===== src/rtl/trig_pattern_gen.sv =====
// Held-trigger pattern generator: emits repeat_n pulses of hold_len high cycles, each followed by GAP low cycles.
// Optional abort input enabled by defining TRIG_ABORT_EN.
module trig_pattern_gen #(
  parameter int unsigned LEN_W = 4,
  parameter int unsigned CNT_W = 4,
  parameter int unsigned GAP   = 2
) (
  input  logic             clk,
  input  logic             rst,
`ifdef TRIG_ABORT_EN
  input  logic             abort,
`endif
  input  logic             start,
  input  logic [LEN_W-1:0] hold_len,
  input  logic [CNT_W-1:0] repeat_n,
  output logic             trig_out,
  output logic             busy,
  output logic             done
);

  localparam int unsigned GAP_W = (GAP > 1) ? $clog2(GAP) : 1;

  localparam logic [1:0] S_IDLE = 2'd0;
  localparam logic [1:0] S_HIGH = 2'd1;
  localparam logic [1:0] S_GAP  = 2'd2;
  localparam logic [1:0] S_DONE = 2'd3;

  logic [1:0]       state, state_nxt;
  logic [LEN_W-1:0] hold_cnt, hold_cnt_nxt;
  logic [LEN_W-1:0] hold_q, hold_q_nxt;
  logic [GAP_W-1:0] gap_cnt, gap_cnt_nxt;
  logic [CNT_W-1:0] pulse_cnt, pulse_cnt_nxt;
  logic [CNT_W-1:0] rep_q, rep_q_nxt;
  logic             abort_hit;

  // State, counters and registered Moore outputs derived from the next state
  always_ff @(posedge clk) begin
    if (rst) begin
      state     <= S_IDLE;
      hold_cnt  <= '0;
      hold_q    <= '0;
      gap_cnt   <= '0;
      pulse_cnt <= '0;
      rep_q     <= '0;
      trig_out  <= 1'b0;
      busy      <= 1'b0;
      done      <= 1'b0;
    end else begin
      state     <= state_nxt;
      hold_cnt  <= hold_cnt_nxt;
      hold_q    <= hold_q_nxt;
      gap_cnt   <= gap_cnt_nxt;
      pulse_cnt <= pulse_cnt_nxt;
      rep_q     <= rep_q_nxt;
      trig_out  <= (state_nxt == S_HIGH);
      busy      <= (state_nxt != S_IDLE);
      done      <= (state_nxt == S_DONE);
    end
  end

  // Next-state and counter logic; terminal counts are compared before incrementing
  always_comb begin
    state_nxt     = state;
    hold_cnt_nxt  = hold_cnt;
    hold_q_nxt    = hold_q;
    gap_cnt_nxt   = gap_cnt;
    pulse_cnt_nxt = pulse_cnt;
    rep_q_nxt     = rep_q;
    abort_hit     = 1'b0;
`ifdef TRIG_ABORT_EN
    abort_hit     = abort;
`endif
    case (state)
      S_IDLE: begin
        if (start) begin
          hold_q_nxt    = (hold_len == '0) ? LEN_W'(1) : hold_len;
          rep_q_nxt     = repeat_n;
          hold_cnt_nxt  = '0;
          gap_cnt_nxt   = '0;
          pulse_cnt_nxt = '0;
          state_nxt     = (repeat_n == '0) ? S_DONE : S_HIGH;
        end
      end
      S_HIGH: begin
        if (hold_cnt == hold_q - LEN_W'(1)) begin
          hold_cnt_nxt  = '0;
          pulse_cnt_nxt = pulse_cnt + CNT_W'(1);
          state_nxt     = S_GAP;
        end else begin
          hold_cnt_nxt = hold_cnt + LEN_W'(1);
        end
      end
      S_GAP: begin
        if (gap_cnt == GAP_W'(GAP - 1)) begin
          gap_cnt_nxt = '0;
          state_nxt   = (pulse_cnt == rep_q) ? S_DONE : S_HIGH;
        end else begin
          gap_cnt_nxt = gap_cnt + GAP_W'(1);
        end
      end
      S_DONE:  state_nxt = S_IDLE;
      default: state_nxt = S_IDLE;
    endcase
    if (abort_hit && (state == S_HIGH || state == S_GAP))
      state_nxt = S_DONE;
  end

endmodule


===== config.mk =====
export PLATFORM = sky130hd
export DESIGN_NAME = trig_pattern_gen
export DESIGN_NICKNAME = d
export VERILOG_FILES = /design/src/rtl/trig_pattern_gen.sv
export SDC_FILE = /design/constraint.sdc
export NUM_CORES = 1
export LEC_CHECK = 0
export BUFFER_PORTS_ARGS = -buffer_cell sky130_fd_sc_hd__buf_4
export CAP_MARGIN = 20
export CELL_PAD_IN_SITES_DETAIL_PLACEMENT = 0
export CELL_PAD_IN_SITES_GLOBAL_PLACEMENT = 2
export CORE_MARGIN = 3
export CORE_UTILIZATION = 34
export DETAILED_ROUTE_END_ITERATION = 16
export PLACE_DENSITY = 0.86
export SYNTH_ARGS = -nofsm -noshare
export SYNTH_HDL_FRONTEND = slang
export SYNTH_SLANG_ARGS = --single-unit

===== constraint.sdc =====
create_clock -name clk -period 2.1 [get_ports clk]
set_input_delay 0 -clock clk [delete_from_list [all_inputs] [get_ports clk]]
set_output_delay 0 -clock clk [all_outputs]
set_load 0.05 [all_outputs]

After elaboration in Yosys (flattened, before gate mapping) --
Index checks and enable logic that the tools add are counted.
Storage, ports and cells: word-level logic and storage cells 47, output and inout port bits 3, bits in registers 22, input bits 11
Operators by class: equal/unequal tests 9, muxes and demuxes 15, add/subtract/negate cells 4, reduce and logical (&&, ||, !) cells 10
Operators by type and width (number):
- two-way mux 4 bit | 4
- one-hot mux 4 bit (2 select lines) | 2
- two-way mux 2 bit | 5
- adder 4 x 1 -> 4 bit, second input constant | 2
- equality test 4 bit | 2
- zero test 4 bit | 2
- one-hot mux 2 bit (4 select lines) | 1
- equality test 2 bit, second input constant | 3
- AND reduction 2 bit | 3
- nonzero test 2 bit | 3
- equality test 2 x 1 -> 1 bit, second input constant | 2
- inequality test 2 bit, second input constant | 2
- subtractor 4 x 1 -> 4 bit, second input constant | 1
- AND reduction 3 bit | 1
- zero test 2 bit | 1
- two-way mux 1 bit | 2
- one-hot mux 1 bit (2 select lines) | 1
- adder 1 bit, second input constant | 1

Longest topological paths before layout --
Gate-level depths: netlist of run 1.
word-level depth 5, gate-level depth with buffers 6

Worst setup path before layout of run 1 --
No wires, ideal clock.
path kind register -> register, from register hold_q[0], to register pulse_cnt[0], setup slack 0.343 ns, clock period less this slack 1.757 ns, stages on the path, launching flop included 7, library setup time 0.123 ns, data arrival time 1.633 ns, cells stage by stage dfxtp_1 > inv_1 > ha_1 > xor2_1 > nand3b_4 > nor3_4 > mux2_1
On the way: word-level cells in the longest chain between the ends 4
RTL lines:
- start, declared | line 30 | logic [LEN_W-1:0] hold_q, hold_q_nxt;
- start signal, assigned | line 51 | hold_q <= hold_q_nxt;
- subtractor 4 x 1 -> 4 bit | line 85 | if (hold_cnt == hold_q - LEN_W'(1)) begin
- equality test 4 bit | line 85
- inequality test 2 bit (no line)
- AND reduction 3 bit (no line)
- end signal, assigned | line 53 | pulse_cnt <= pulse_cnt_nxt;
- end, declared | line 32 | logic [CNT_W-1:0] pulse_cnt, pulse_cnt_nxt;
Every way passes these cells. A chain may end at the register's enable or synchronous reset.

Worst setup path after layout of run 1 --
from register hold_q[0], to register pulse_cnt[1]
The elaborated chain is that of the path after synthesis.

==> flow_summary.yaml, run 1 <==
global_routing:
  grt_overflow: 0
  grt_max_degree: 21
  grt_pass1_vias: 960
  gr-usage-all-layers_pct: 13.56
  antenna_found_initial: 0
  grt_pass1_wl_um: 4402
sta:
  skew_ns: 0.01820
  worst_pin_slew_ns: 0.5640
  maxSlewViolCount: 0
  finalSetupTns_ns: 0
  clock.fmax_mhz: 511.5
  slew_headroom_pct: 62.32
  finalCritPeriodShare_pct: 93.10
  fin_crit_ns: 1.955
  finalSetupViolations: 0
  rsz0062_at_grt: "no"
  hold_viol_final: 0
worst_setup_path:
  reg2reg_to: "pulse_cnt[1]$_SDFFE_PP0P_"
  worstRegToRegCells: 6
  timing.rr.start: "hold_q[0]$_SDFFE_PP0P_"
  cp.arrival_ns: 2.17
  crit_path_cell_trace: "inv_1 -> ha_1 -> xor2_1 -> and3b_2 -> nand3_1 -> a41o_1"
  r2r_slack_ns: 0.14
  end_kind: "flip-flop"
  cp_max_fo: 4
  crit_slowest_cell: "dfxtp_1"
  criticalPathCategory: "flip-flop to flip-flop"
  start_kind: "flip-flop"
  cp.required_ns: 2.31
  cp.buffers_inverters: 1
  slowest_delay_ns: 0.41
  critical_path.top_delay_family: "simple AND/OR/NAND/NOR gates"
run_status:
  status: "completed"
cells_and_area:
  nets: 163
  nFillCells: 311
  area_delta_synth_final_pct: 26.59
  regArea_um2: 440.4
  final_util_pct: 46.28
  instances_no_fill: 192
  multi_input_area_um2: 669.4
  drive_gt1_share_pct: 20.27
  antenna_cells: 0
clocking:
  cts.path.max_buffers: 2
  clkTransAtPathRegs_ns: 0.14
  clock-root-buffer: "clkbuf_4"
  cts_tree: "built"
  cts_inserted_buffers: 3
  postCtsResizedCells: 0
  clock-sinks: 22
  h-tree-depth: 1
  postCtsSetupBuffers: 0
  insertion_delay_ns: 0.32
  hold_buffers: 11
worst_hold_path:
  worstHoldPathCells: 3
  holdCritPathClass: "input port to flip-flop"
  hold_end: "hold_q[0]$_SDFFE_PP0P_"
  min_from: "hold_len[0]"
route:
  drt_iter0_drc: 31
  avgViaCountPerCell: 5.047
  vias: 969
  ant_nets: 0
  wl_per_cell_um: 13.02
  firstDrtPassIters: 4
  drt_wl_total_um: 2500
  drc_errors: 0
die:
  die_area_mm2: 0.004095
  die_w_um: 64.00
  core_mm2: 0.003128
  io_pins: 14
  chipHeight_um: 64.00
  rows: 20
  start_util_pct: 36.56
synthesis:
  syn_inst: 124
  yosys.area.top_type: "dfxtp_1"
  synth_area_mm2: 0.001144
  yosysWarnings: 0
  synth_edf_count: 0
  seq_area_frac_synth_pct: 38.51
  synth-seq-cells: 22
  avgSynthCellArea_um2: 9.223
  yosys.cell_types.count: 40
  yosys_most_used_dff: "dfxtp_1"
  syn_nets: 138
  netlist_top_cells_area: "dfxtp_1, nand2_1, a21oi_1, xor2_1, ha_1"
  synth_top_area_share_pct: 38.51
  synthArstFlopShare_pct: 0
placement:
  gp_congestion: 0.8402
  hpwlAfterDp_um: 1800
  place_inst: 177
  port_buffers: 13
pwr:
  powerDensity_mw_per_mm2: 694.2
  p_leak_uw: 0.0006132
  vdd_drop_max_mv: 0.2972
flow_run:
  maxCapViolations: 0
## worst register-to-register path: stages (launching register included)
cell	delay, ns
dfxtp_1	0.41
inv_1	0.08
ha_1	0.30
xor2_1	0.35
and3b_2	0.27
nand3_1	0.14
a41o_1	0.30
## per-layer routing
| metal | up-vias | share of wire [%] | track usage [%] | wire length (um) |
|---|---|---|---|---|
| met3 | 2 | 2.6 | 2.636 | 64 |
| met2 | 16 | 48 | 22.58 | 1191 |
| met4 | 0 | 0.68 | 4.043 | 17 |
| met1 | 454 | 49 | 17.58 | 1227 |
| li1 | 497 | - | - | - |
| met5 | - | 0 | 0 | 0 |
## stage by stage
stage	area [um2]	power (uW)	setup slack (ns)	hold slack, ns
after global placement	1285	660.8	0.2545	0.2598
after global routing	1448	1050	0.01988	0.02097
final	1448	1005	0.1448	0.004713
after CTS	1448	1008	0.1621	0.01598
after detailed placement	1285	663.1	0.2008	0.2692
after floorplan	1144	606.9	0.3432	0.1360
## logic make-up after synthesis
kind of cell,Yosys count,share of synthesized area [%]
fa+ha+maj,3,3.283
flops,22,38.51
mux,4,3.611
xor+xnor,12,11.93
simple gates,50,26.26
buf+inv,9,2.953
compound gates,24,13.46
## registers in the layout (all words and copies together), names as in the netlist
register,count
hold_cnt,4
hold_q,4
pulse_cnt,4
rep_q,4
state,2
busy,1
done,1
gap_cnt,1
trig_out,1
## power by group
part	internal, uW	switching, uW
clock	193	142
sequential	439	19.2
combinational	89.9	122
## synthesized netlist by cell type (2+ instances only)
master and number:
mux2i_1 3, xnor2_1 2, o211ai_1 2, nor3b_1 3, xor2_1 7, nor4_1 2, or3_1 2, dfxtp_1 22
ha_1 3, nor2_1 2, clkbuf_1 4, and3_1 2, o21ai_0 2, nor3_1 5, inv_1 4, xnor2_2 2
nand2_1 18, nor2b_1 2, a21oi_1 13, nand3_1 4
## final cells by class
class | count | share of cell area [%]
clock buffer | 3 | 1.556
clock inverter | 1 | 2.074
timing repair buffer | 25 | 14.87
multi-input combinational | 93 | 46.24
tap | 44 | 3.803
sequential | 22 | 30.42
inverter | 4 | 1.037
## layout by cell type (no fill, tap or decap), types with 2 or more instances in the layout
| master | instances |
|---|---|
| a21oi_1 | 13 |
| and3_1 | 2 |
| buf_4 | 14 |
| clkbuf_4 | 3 |
| dfxtp_1 | 22 |
| dlygate4sd3_1 | 11 |
| ha_1 | 3 |
| inv_1 | 4 |
| mux2i_1 | 3 |
| nand2_1 | 18 |
| nand3_1 | 4 |
| nor2_1 | 2 |
| nor2b_1 | 2 |
| nor3_1 | 5 |
| nor3b_1 | 3 |
| nor4_1 | 2 |
| o211ai_1 | 2 |
| o21ai_0 | 2 |
| or3_1 | 2 |
| xnor2_1 | 2 |
| xnor2_2 | 2 |
| xor2_1 | 7 |
## worst max path at each step
stage,end,slack [ns],startpoint,depth (start not counted)
2_1_floorplan,pulse_cnt[0]$_SDFFE_PP0P_,0.34,hold_q[0]$_SDFFE_PP0P_,6
3_3_place_gp,pulse_cnt[0]$_SDFFE_PP0P_,0.25,hold_q[0]$_SDFFE_PP0P_,6
3_5_place_dp,pulse_cnt[0]$_SDFFE_PP0P_,0.20,hold_q[0]$_SDFFE_PP0P_,6
4_1_cts,pulse_cnt[1]$_SDFFE_PP0P_,0.16,hold_q[0]$_SDFFE_PP0P_,6
5_1_grt,pulse_cnt[0]$_SDFFE_PP0P_,0.02,hold_q[0]$_SDFFE_PP0P_,6
6_report,pulse_cnt[1]$_SDFFE_PP0P_,0.14,hold_q[0]$_SDFFE_PP0P_,6
Power figures use the tool's default switching activity.
==> inputs of run 2 (changes only) <==
- MAX_ROUTING_LAYER: unset -> met4
==> flow_summary.yaml, run 2 (synthesized netlist as in run 1, its figures left out) <==
global_routing:
  gr-usage-all-layers_pct: 13.93
  grt_pass1_wl_um: 4395
  grt_max_degree: 21
  grt_overflow: 0
  antenna_found_initial: 0
  grt_pass1_vias: 960
sta:
  setup_ws_ns: 0.1320
  slew_headroom_pct: 62.20
  hold_viol_final: 0
  fin_crit_ns: 1.968
  rsz0062_at_grt: "no"
  worst_pin_slew_ns: 0.5658
  maxSlewViolCount: 0
  finalCritPeriodShare_pct: 93.71
  skew_ns: 0.01759
  finalSetupTns_ns: 0
  clock.fmax_mhz: 508.1
  finalSetupViolations: 0
die:
  rows: 20
  start_util_pct: 36.56
  io_pins: 14
  chipHeight_um: 64.00
  core_mm2: 0.003128
  die_w_um: 64.00
  die_area_mm2: 0.004095
pwr:
  powerDensity_mw_per_mm2: 694.0
  vdd_drop_max_mv: 0.2972
  p_leak_uw: 0.0006132
placement:
  hpwlAfterDp_um: 1800
  dpl_worst_slack_ns: 0.2008
  gp_congestion: 0.8532
  place_area_mm2: 0.001285
  port_buffers: 13
worst_hold_path:
  holdCritPathClass: "input port to flip-flop"
  min_from: "hold_len[0]"
worst_setup_path:
  crit_start: "hold_q[0]$_SDFFE_PP0P_"
  crit_slowest_cell: "dfxtp_1"
  crit_path_cell_trace: "inv_1 -> ha_1 -> xor2_1 -> and3b_2 -> nand3_1 -> a41o_1"
  criticalPathCategory: "flip-flop to flip-flop"
  timing.rr.start: "hold_q[0]$_SDFFE_PP0P_"
  cp_max_fo: 4
  end_kind: "flip-flop"
  cp.required_ns: 2.31
  cp.arrival_ns: 2.18
  critical_path.top_delay_family: "simple AND/OR/NAND/NOR gates"
  r2r_slack_ns: 0.13
  slowest_delay_ns: 0.41
  start_kind: "flip-flop"
  cp.buffers_inverters: 1
route:
  vias: 970
  wl_per_cell_um: 13.05
  drt_wl_total_um: 2506
  drc_errors: 0
  route.met3.wl_um: 72
  dr.max_layer_used: "met4"
  m1WireLength_um: 1233
  firstDrtPassIters: 4
  drt_iter0_drc: 34
  ant_nets: 0
  avgViaCountPerCell: 5.052
  dr_wl_met2_um: 1183
clocking:
  clock-sinks: 22
  clock-root-buffer: "clkbuf_4"
  insertion_delay_ns: 0.32
  cts_tree: "built"
  clkTransAtPathRegs_ns: 0.14
  cts_inserted_buffers: 3
  postCtsSetupBuffers: 0
  cts.path.max_buffers: 2
  h-tree-depth: 1
run_status:
  status: "completed"
cells_and_area:
  area_delta_synth_final_pct: 26.59
  final_common_cell: "dfxtp_1"
  antenna_cells: 0
  stdcell_area_mm2: 0.001448
  final_cell_mix: "dfxtp_1, nand2_1, buf_4, a21oi_1, dlygate4sd3_1"
  drive_gt1_share_pct: 20.27
  nets: 163
  final_util_pct: 46.28
flow_run:
  maxCapViolations: 0
==> run 2: cell counts in the layout (fill, tap and decap cells not counted) <==
Identical to the previous run, type by type.
==> run 2: metal layers <==
metal | vias up | global-route usage [%]
met5 | - | -
met1 | 452 | 17.58
met2 | 18 | 22.58
met4 | 0 | 4.043
met3 | 2 | 2.636
li1 | 498 | -
==> run 2: repair_timing <==
action | in CTS | in global routing
hold buffers | 11 | 0
hold endpoints to repair | 8 | 0
gates resized for setup | 0 | 0
==> run 2: final timing paths <==
path	endpoint	depth (start not counted)
min reg2reg	rep_q[1]$_SDFFE_PP0P_	2
min	hold_q[0]$_SDFFE_PP0P_	3
max	pulse_cnt[1]$_SDFFE_PP0P_	6
max reg2reg	pulse_cnt[1]$_SDFFE_PP0P_	6
==> run 2: metrics by stage <==
step	std cells	power, uW	hold slack [ns]
after global routing	192	1050	0.02096
after global placement	177	660.8	0.2598
after detailed placement	177	663.1	0.2692
after CTS	192	1008	0.01598
after floorplan	124	606.9	0.1360
final	192	1005	0.005446
==> run 2: final cells by class <==
| type | count | area, um2 |
|---|---|---|
| Fill cell | 311 | 1680 |
| Clock buffer | 3 | 22.52 |
| Tap cell | 44 | 55.05 |
| Sequential cell | 22 | 440.4 |
| Multi-Input combinational cell | 93 | 669.4 |
| Inverter | 4 | 15.01 |
| Clock inverter | 1 | 30.03 |
| Timing Repair Buffer | 25 | 215.2 |
==> run 2: worst reg2reg max path: stages (launching register included) <==
cell     delay [ns]
dfxtp_1        0.41
inv_1          0.08
ha_1           0.30
xor2_1         0.36
and3b_2        0.27
nand3_1        0.14
a41o_1         0.30
==> run 2: power breakdown <==
part	internal [uW]	switching [uW]
logic	89.9	122
clock network	193	142
registers	439	19.1
==> inputs of run 3 (changes only) <==
- ABC_AREA: unset -> 1
- CORE_MARGIN: 3 -> unset
- CORE_UTILIZATION: 34 -> 31
- PLACE_DENSITY: 0.86 -> 0.85
==> flow_summary.yaml, run 3 <==
die:
  rows: 21
  die_area_mm2: 0.003861
  core_mm2: 0.003390
  die_w_um: 62.14
  io_pins: 14
  start_util_pct: 33.07
  chipHeight_um: 62.14
route:
  avgViaCountPerCell: 4.536
  drc_errors: 0
  wl_per_cell_um: 10.57
  drt_wl_total_um: 2346
  firstDrtPassIters: 4
  dr_wl_met2_um: 1151
  drt_iter0_drc: 27
  dr.max_layer_used: "met4"
  ant_nets: 0
  m1WireLength_um: 1109
  route.met3.wl_um: 41
  vias: 1007
clocking:
  clock-root-buffer: "clkbuf_4"
  clock-sinks: 22
  postCtsResizedCells: 0
  clkTransAtPathRegs_ns: 0.13
  h-tree-depth: 1
  cts_inserted_buffers: 3
  insertion_delay_ns: 0.32
  cts_tree: "built"
  cts.path.max_buffers: 2
synthesis:
  yosysMostFrequentCell: "nand2_1"
  yosysWarnings: 0
  synth_edf_count: 0
  netlist_top_cells_area: "dfxtp_1, nand2_1, nor2_1, xor2_1, inv_1"
  synth_top_area_share_pct: 39.29
  synth_area_mm2: 0.001121
  yosys.cell_types.count: 23
  syn_nets: 168
  synth_common_cells: "nand2_1, dfxtp_1, nor2_1"
  synth-seq-cells: 22
  yosys_most_used_dff: "dfxtp_1"
  synthArstFlopShare_pct: 0
  avgSynthCellArea_um2: 7.280
  yosys.area.top_type: "dfxtp_1"
  syn_inst: 154
  seq_area_frac_synth_pct: 39.29
placement:
  port_buffers: 13
  place_inst: 211
  hpwlAfterDp_um: 1750
  place_area_mm2: 0.001267
  gp_congestion: 0.7347
worst_setup_path:
  crit_top_cell: "nand2_1"
  criticalPathCategory: "flip-flop to flip-flop"
  start_kind: "flip-flop"
  slowest_delay_ns: 0.41
  critical_path.top_delay_family: "simple AND/OR/NAND/NOR gates"
  crit_path_cell_trace: "inv_2 -> ha_1 -> inv_1 -> nand2_1 -> nand2_1 -> nor2_4 -> nand3_1 -> nand2_2 -> nand3_2 -> nand2_2 -> nand2_1"
  end_kind: "flip-flop"
  cp.arrival_ns: 1.81
  cp.buffers_inverters: 2
  crit_slowest_cell: "dfxtp_1"
  cp_max_fo: 4
  cp.required_ns: 2.33
pwr:
  powerDensity_mw_per_mm2: 705.0
  power_uw: 980.0
  vdd_drop_max_mv: 0.2938
  p_leak_uw: 0.0006583
sta:
  hold_viol_final: 0
  worst_pin_slew_ns: 0.3166
  slew_headroom_pct: 78.87
  finalSetupTns_ns: 0
  finalCritPeriodShare_pct: 75.23
  fin_crit_ns: 1.580
  rsz0062_at_grt: "no"
  hold_slack_ns: 0.006123
  finalSetupViolations: 0
  maxSlewViolCount: 0
  skew_ns: 0.009099
  clock.fmax_mhz: 633.0
cells_and_area:
  instances_no_fill: 222
  stdcell_area_mm2: 0.001390
  area_delta_synth_final_pct: 24.00
  drive_gt1_share_pct: 19.89
  final_cell_mix: "nand2_1, dfxtp_1, nor2_1, inv_1, buf_4"
  final_common_cell: "nand2_1"
  regArea_um2: 440.4
  antenna_cells: 0
  nets: 191
  nFillCells: 365
  multi_input_area_um2: 593.1
global_routing:
  grt_overflow: 0
  gr-usage-all-layers_pct: 14.41
  antenna_found_initial: 0
  grt_pass1_wl_um: 4326
  grt_pass1_vias: 1023
  grt_max_degree: 19
run_status:
  status: "completed"
worst_hold_path:
  holdCritPathClass: "input port to flip-flop"
flow_run:
  maxCapViolations: 0
==> run 3: cell count changes after synthesis, moves of 3 or more <==
cell      change
nand3_1       +4
nor2_1       +18
mux2i_1       -3
a21oi_1       -3
nor3_1        -3
inv_2         +5
nand2_2       +6
nor3b_1       -3
inv_1        +12
clkbuf_1      -3
o21ai_0       +5
nand2_1      +15
==> run 3: cell type report <==
type | instances | share of cell area [%]
clock buffers | 3 | 1.620
clock inverters | 1 | 2.160
inverters | 21 | 5.671
multi-input cells | 109 | 42.66
flip-flops and latches | 22 | 31.68
well taps | 46 | 4.140
repair buffers | 20 | 12.06
==> run 3: path summary, 6_finish.rpt <==
kind / slack, ns / to / start / cells past startpoint
max: 0.52 / busy$_SDFF_PP0_ / hold_q[0]$_SDFFE_PP0P_ / 11
max reg2reg: 0.52 / busy$_SDFF_PP0_ / hold_q[0]$_SDFFE_PP0P_ / 11
min: 0.006 / hold_q[0]$_SDFFE_PP0P_ / hold_len[0] / 3
min reg2reg: 0.50 / hold_cnt[3]$_SDFFE_PP0P_ / hold_cnt[3]$_SDFFE_PP0P_ / 2
==> run 3: power breakdown <==
part	switching, uW	internal, uW	total [uW]
clock network	136	193	329
registers	15.6	442	457
logic	122	72.3	194
==> run 3: per-stage QoR <==
stage	utilization, %	worst slack (ns)
after floorplan	-	0.6613
after detailed placement	37.39	0.5180
after global routing	41.01	0.3363
final	41.01	0.5202
after global placement	37.39	0.5868
after CTS	41.01	0.5097
==> run 3: routing by layer <==
layer  vias to the layer above  global-route usage (%)
li1                        527                       -
met1                       464                   16.31
met2                        11                   25.14
met3                         5                   2.206
met4                         0                   6.105
met5                         -                       -
==> run 3: what timing repair did <==
action                                  CTS  global route
endpoints found under the setup margin    0             0
setup buffers                             0             0
hold buffers                              7             0
endpoints found under the hold margin    14             0
==> run 3: logic make-up after synthesis <==
kind of cell / Yosys count / share of synthesized area (%)
xor+xnor: 8 / 6.250
compound gates: 21 / 9.933
flops: 22 / 39.29
simple gates: 77 / 33.37
buf+inv: 23 / 7.812
fa+ha+maj: 3 / 3.349
==> run 3: worst reg2reg max path, cell delays in order, from the launching register on <==
cell and delay, ns:
dfxtp_1 0.41, inv_2 0.07, ha_1 0.30, inv_1 0.04, nand2_1 0.05, nand2_1 0.08, nor2_4 0.12, nand3_1 0.10
nand2_2 0.11, nand3_2 0.07, nand2_2 0.10, nand2_1 0.06
